--- config.mk ---
export PLATFORM = sky130hd
export DESIGN_NAME = reaction_round_ctrl
export DESIGN_NICKNAME = d
export VERILOG_FILES = /design/src/rtl/reaction_round_ctrl_pkg.sv /design/src/rtl/target_lfsr.sv /design/src/rtl/reaction_round_ctrl.sv
export SDC_FILE = /design/constraint.sdc
export NUM_CORES = 1
export LEC_CHECK = 0
export ABC_AREA = 1
export BUFFER_PORTS_ARGS = -buffer_cell sky130_fd_sc_hd__buf_4
export CAP_MARGIN = 20
export CELL_PAD_IN_SITES_DETAIL_PLACEMENT = 0
export CELL_PAD_IN_SITES_GLOBAL_PLACEMENT = 2
export CORE_MARGIN = 10
export CORE_UTILIZATION = 34
export CTS_BUF_LIST = sky130_fd_sc_hd__clkbuf_4 sky130_fd_sc_hd__clkbuf_8
export DETAILED_ROUTE_END_ITERATION = 6
export PLACE_DENSITY = 0.94
export SLEW_MARGIN = 20
export SYNTH_ARGS = -nofsm -noshare
export SYNTH_HDL_FRONTEND = slang
export SYNTH_SLANG_ARGS = --single-unit
export TNS_END_PERCENT = 30
--- constraint.sdc ---
create_clock -name clk_2 -period 2.9 [get_ports clk_2]
set_input_delay 0 -clock clk_2 [delete_from_list [all_inputs] [get_ports clk_2]]
set_output_delay 0 -clock clk_2 [all_outputs]
set_load 0.005 [all_outputs]
--- src/rtl/reaction_round_ctrl_pkg.sv ---
// Shared constants for the reaction game controller: state encodings,
// I/O widths, LFSR tap mask and the target one-hot decoder.
package reaction_round_ctrl_pkg;

  localparam int TIMER_W = 6;
  localparam int LED_W   = 16;

  localparam logic [2:0] ST_IDLE    = 3'd0;
  localparam logic [2:0] ST_CLEAR   = 3'd1;
  localparam logic [2:0] ST_SHOW    = 3'd2;
  localparam logic [2:0] ST_HIT     = 3'd3;
  localparam logic [2:0] ST_MISS    = 3'd4;
  localparam logic [2:0] ST_RELEASE = 3'd5;
  localparam logic [2:0] ST_DONE    = 3'd6;

  // Right-shifting Galois form of the x^16+x^14+x^13+x^11+1 polynomial
  localparam logic [15:0] LFSR_TAPS = 16'hB400;

  function automatic logic [LED_W-1:0] target_onehot(input logic [3:0] idx);
    logic [LED_W-1:0] one;
    one = {{(LED_W-1){1'b0}}, 1'b1};
    return one << idx;
  endfunction

endpackage

--- src/rtl/target_lfsr.sv ---
// Free-running 16-bit Galois LFSR; advances every cycle out of reset so the
// target sequence depends on player timing.
module target_lfsr
  import reaction_round_ctrl_pkg::*;
#(
  parameter logic [15:0] SEED = 16'hACE1
) (
  input  logic        clk_2,
  input  logic        rst,
  output logic [15:0] value
);

  function automatic logic [15:0] galois_step(input logic [15:0] cur);
    logic [15:0] shifted;
    shifted = cur >> 1;
    return cur[0] ? (shifted ^ LFSR_TAPS) : shifted;
  endfunction

  always_ff @(posedge clk_2 or posedge rst) begin
    if (rst) value <= SEED;
    else     value <= galois_step(value);
  end

endmodule

--- src/rtl/reaction_round_ctrl.sv ---
// Reflex game sequencer: shows a random one-hot target, scores exact matches
// on the switches, and stops the round when the shared timer hits its end.
module reaction_round_ctrl
  import reaction_round_ctrl_pkg::*;
#(
  parameter int unsigned TIMER_END   = 31,
  parameter int unsigned REACT_LIMIT = 12,
  parameter logic [15:0] LFSR_SEED   = 16'hACE1
) (
  input  logic               clk_2,
  input  logic               rst,
  input  logic               start,
  input  logic [LED_W-1:0]   sw,
  input  logic [TIMER_W-1:0] timer_in,
  output logic [LED_W-1:0]   led,
  output logic               score_inc,
  output logic               timer_en,
  output logic               timer_clr,
  output logic               game_over,
  output logic [2:0]         state_out
);

  localparam int CNT_W = (REACT_LIMIT > 1) ? $clog2(REACT_LIMIT) : 1;
  localparam logic [CNT_W-1:0] CNT_LAST = CNT_W'(REACT_LIMIT - 1);

  logic [2:0]       state;
  logic [2:0]       next;
  logic [CNT_W-1:0] react_cnt;
  logic [15:0]      lfsr;
  logic             hit;
  logic             timer_end;
  logic             in_game;
  logic             unused_lfsr_bits;

  target_lfsr #(.SEED(LFSR_SEED)) u_lfsr (
    .clk_2 (clk_2),
    .rst   (rst),
    .value (lfsr)
  );

  assign unused_lfsr_bits = ^lfsr[15:4];

  assign hit       = (state == ST_SHOW) && (sw == led);
  assign timer_end = (timer_in == TIMER_W'(TIMER_END));
  assign in_game   = (state == ST_CLEAR) || (state == ST_SHOW) || (state == ST_HIT) ||
                     (state == ST_MISS)  || (state == ST_RELEASE);

  // Timer end overrides every in-game transition, including a same-cycle hit
  always_comb begin
    next = state;
    case (state)
      ST_IDLE:    if (start) next = ST_CLEAR;
      ST_CLEAR:   next = ST_SHOW;
      ST_SHOW: begin
        if (hit)                         next = ST_HIT;
        else if (react_cnt == CNT_LAST)  next = ST_MISS;
      end
      ST_HIT:     next = ST_RELEASE;
      ST_MISS:    next = ST_RELEASE;
      ST_RELEASE: if (sw == '0) next = ST_SHOW;
      ST_DONE:    if (start) next = ST_CLEAR;
      default:    next = ST_IDLE;
    endcase
    if (in_game && timer_end) next = ST_DONE;
  end

  always_ff @(posedge clk_2 or posedge rst) begin
    if (rst) state <= ST_IDLE;
    else     state <= next;
  end

  // Counter restarts on every SHOW entry and holds at the last allowed cycle
  always_ff @(posedge clk_2 or posedge rst) begin
    if (rst) begin
      react_cnt <= '0;
    end else if (state == ST_SHOW && next == ST_SHOW) begin
      if (react_cnt != CNT_LAST) react_cnt <= react_cnt + CNT_W'(1);
    end else begin
      react_cnt <= '0;
    end
  end

  // Target is latched from the LFSR only on the cycle SHOW is entered
  always_ff @(posedge clk_2 or posedge rst) begin
    if (rst) begin
      led <= '0;
    end else if (next == ST_SHOW) begin
      if (state != ST_SHOW) led <= target_onehot(lfsr[3:0]);
    end else begin
      led <= '0;
    end
  end

  assign score_inc = (state == ST_HIT);
  assign timer_clr = (state == ST_CLEAR);
  assign timer_en  = (state == ST_SHOW) || (state == ST_HIT) ||
                     (state == ST_MISS) || (state == ST_RELEASE);
  assign game_over = (state == ST_DONE);
  assign state_out = state;

endmodule

==> flow_metrics.py <==
metrics = {
    "outcome": {
        "outcome": "completed",
    },
    "timing": {
        "fin_setup_tns_ns": 0,
        "setup_ws_ns": 0.880,
        "whs_ns": 0.0857,
        "min_period_ns": 2.02,
        "rsz0062_at_grt": "false",
        "max_freq_mhz": 495,
        "slew_headroom": 0.514,
        "finalMaxSlewViolations": 0,
        "clock-skew-final_ns": 0.00824,
        "post-route-period-util": 0.696,
        "finalHoldViolCount": 0,
        "setup_viol_count_final": 0,
        "worstMarginPinSlew_ns": 0.729,
    },
    "pwr": {
        "powerDensity_nw_per_um2": 594,
        "p_sw_uw": 611,
        "power.switching_fraction": 0.392,
        "power.leakage_uw": 0.00131,
        "p_clk_frac": 0.226,
        "p_seq_frac": 0.396,
        "ir_drop_mv": 0.311,
        "cellInternalPower_uw": 949,
        "fin_total_pwr_uw": 1560,
        "combPwrFrac": 0.378,
    },
    "detailed_routing": {
        "vias_per_cell": 4.41,
        "totalWireLength_um": 4830,
        "num_vias": 1759,
        "drcViolationCount": 0,
        "first_pass_iters": 4,
        "ant_nets": 0,
        "routedWlPerCell_um": 12.1,
        "drtIter0Drc": 83,
    },
    "global_route": {
        "grt_pass1_vias": 1787,
        "grt_pass1_wl_um": 8360,
        "grt_max_degree": 22,
        "grt_overflow": 0,
        "grt_usage": 0.103,
        "grt_antenna_before_repair": 0,
    },
    "worst_setup_path": {
        "timing.rr.end": "led[3]",
        "worstPathArrival_ns": 2.17,
        "worst-path-max-fanout": 16,
        "worstReg2RegStart": "state_out[0]",
        "path_class": "flop to flop",
        "reg2reg_slack_ns": 0.88,
        "r2r.worst_path.cells": 9,
        "startpoint": "state_out[0]",
        "endpoint_kind": "flop",
        "startpoint_type": "flop",
        "required_ns": 3.05,
    },
    "yosys": {
        "synth_nets": 297,
        "yosysTopAreaCell": "dfrtp_1",
        "synth_seq_cells": 39,
        "synth_area_per_cell_um2": 7.75,
        "syn_area_um2": 2100,
        "ys_seq_area_frac": 0.469,
        "synth_area_leaders": "dfrtp_1 (37%), nand2_1 (11%), dfstp_2 (10%), nor2_1 (9.6%), inv_1 (7.7%)",
        "yosys_warnings": 0,
        "synth_cells": 271,
        "ys_types": 27,
        "synth_top_area_frac": 0.369,
    },
    "floorplan": {
        "io-pin-count": 48,
        "start_util": 0.353,
        "dieArea_um2": 9720,
        "core_um2": 5960,
        "rows": 28,
        "dieWidth_um": 98.6,
        "die_h_um": 98.6,
    },
    "cells_and_area": {
        "nets": 349,
        "syn_to_final_growth_pct": 25.0,
        "fin_cells": 399,
        "diodes": 0,
        "layout_commonest_cell": "nand2_1",
        "drive_gt1_frac": 0.272,
        "layout_common_cells": "nand2_1 (63), nor2_1 (54), buf_4 (49), inv_1 (43), dfrtp_1 (31)",
    },
    "clock_network": {
        "htree_levels": 2,
        "path_clk_slew_ns": 0.07,
        "cts_sinks": 39,
        "clk-insertion-delay-late_ns": 0.29,
        "cts_tree": "yes",
        "cts-root-buf": "clkbuf_8",
        "cts_buffer_depth": 2,
        "cts-buffers-inserted": 5,
    },
    "place": {
        "dp_hpwl_um": 3840,
        "pre_cts_ws_ns": 0.905,
        "gp_congestion": 0.782,
        "io_buffers": 47,
        "placed_cells": 390,
    },
    "run": {
        "max-cap-violations": 0,
    },
    "hold_path": {
        "min_path_type": "input pin to flop",
        "hold_path_startpoint": "timer_in[0]",
        "hold_end": "state_out[0]",
        "holdPathStages": 4,
    },
}
## flip-flops by register name, indices dropped and copies added (netlist names)
| name | cells |
|---|---|
| u_lfsr.value | 16 |
| led | 16 |
| state_out | 3 |
| react_cnt | 4 |
## layout make-up
class | count | area [µm²]
clock buffers | 5 | 68.8
clock inverters | 3 | 20.0
fillers | 627 | 3330
inverters | 48 | 180
multi-input cells | 179 | 900
flip-flops and latches | 39 | 986
well taps | 75 | 93.8
repair buffers | 50 | 378
## worst max-delay path by stage
stage,to,cells after the start
floorplan,led[0],9
global placement,led[15],9
detailed placement,led[7],9
CTS,led[6],9
global route,led[5],9
finish,led[3],9
## cell usage after synthesis, drive strengths merged
master	n
a21oi	6
a22oi	6
a31oi	5
buf	2
clkbuf	3
dfrtp	31
dfstp	8
ha	1
inv	48
nand2	65
nand3	8
nand3b	2
nand4	1
nor2	67
nor3	10
o21ai	2
o22ai	1
xnor2	1
xor2	4
## worst max-delay path: stages (launching register included)
cell and delay [ns]:
dfrtp_1 0.48, nor3_4 0.18, buf_4 0.22, inv_2 0.15, nor2_1 0.12, nand2_1 0.08
nand3_2 0.09, nor2_4 0.04, inv_2 0.42, nor2_1 0.09
## per-layer routing
layer | part of all wire | GRT usage
met4 | 0.018 | 0.0463
met3 | 0.062 | 0.0342
met5 | 0 | 0
met1 | 0.48 | 0.133
met2 | 0.44 | 0.151
## timing repair
action                                  4_1_cts  5_1_grt
endpoints found under the setup margin        0        0
resized for setup                             0        0
setup buffers                                 0        0
hold endpoints to repair                     14        0
hold buffers                                  1        0
## through the flow
step                      instance area (µm²)   util
after floorplan                          2100      -
after global routing                     2630  0.441
after detailed placement                 2530  0.424
after CTS                                2630  0.441
final                                    2630  0.441
after global placement                   2530  0.424
## cell families (layout without fill, tap and decap cells)
logic type	Yosys count	after routing	share of synthesized area
DFF	39	39	0.469
buffers and inverters	53	106	0.102
and+or+nand+nor	153	153	0.343
AOI/OAI and AO/OA	20	20	0.0584
adders and majority gates	1	1	0.00595
xor gates and xnor gates	5	5	0.0208
## power by group through the flow
stage	clock (µW)	combinational (µW)	sequential, µW
after floorplan	0	446	623
after global placement	0	592	627
after detailed placement	0	595	628
after CTS	366	598	618
after global routing	392	661	625
final	353	589	618
No activity file was read; power rests on OpenSTA's default activity.
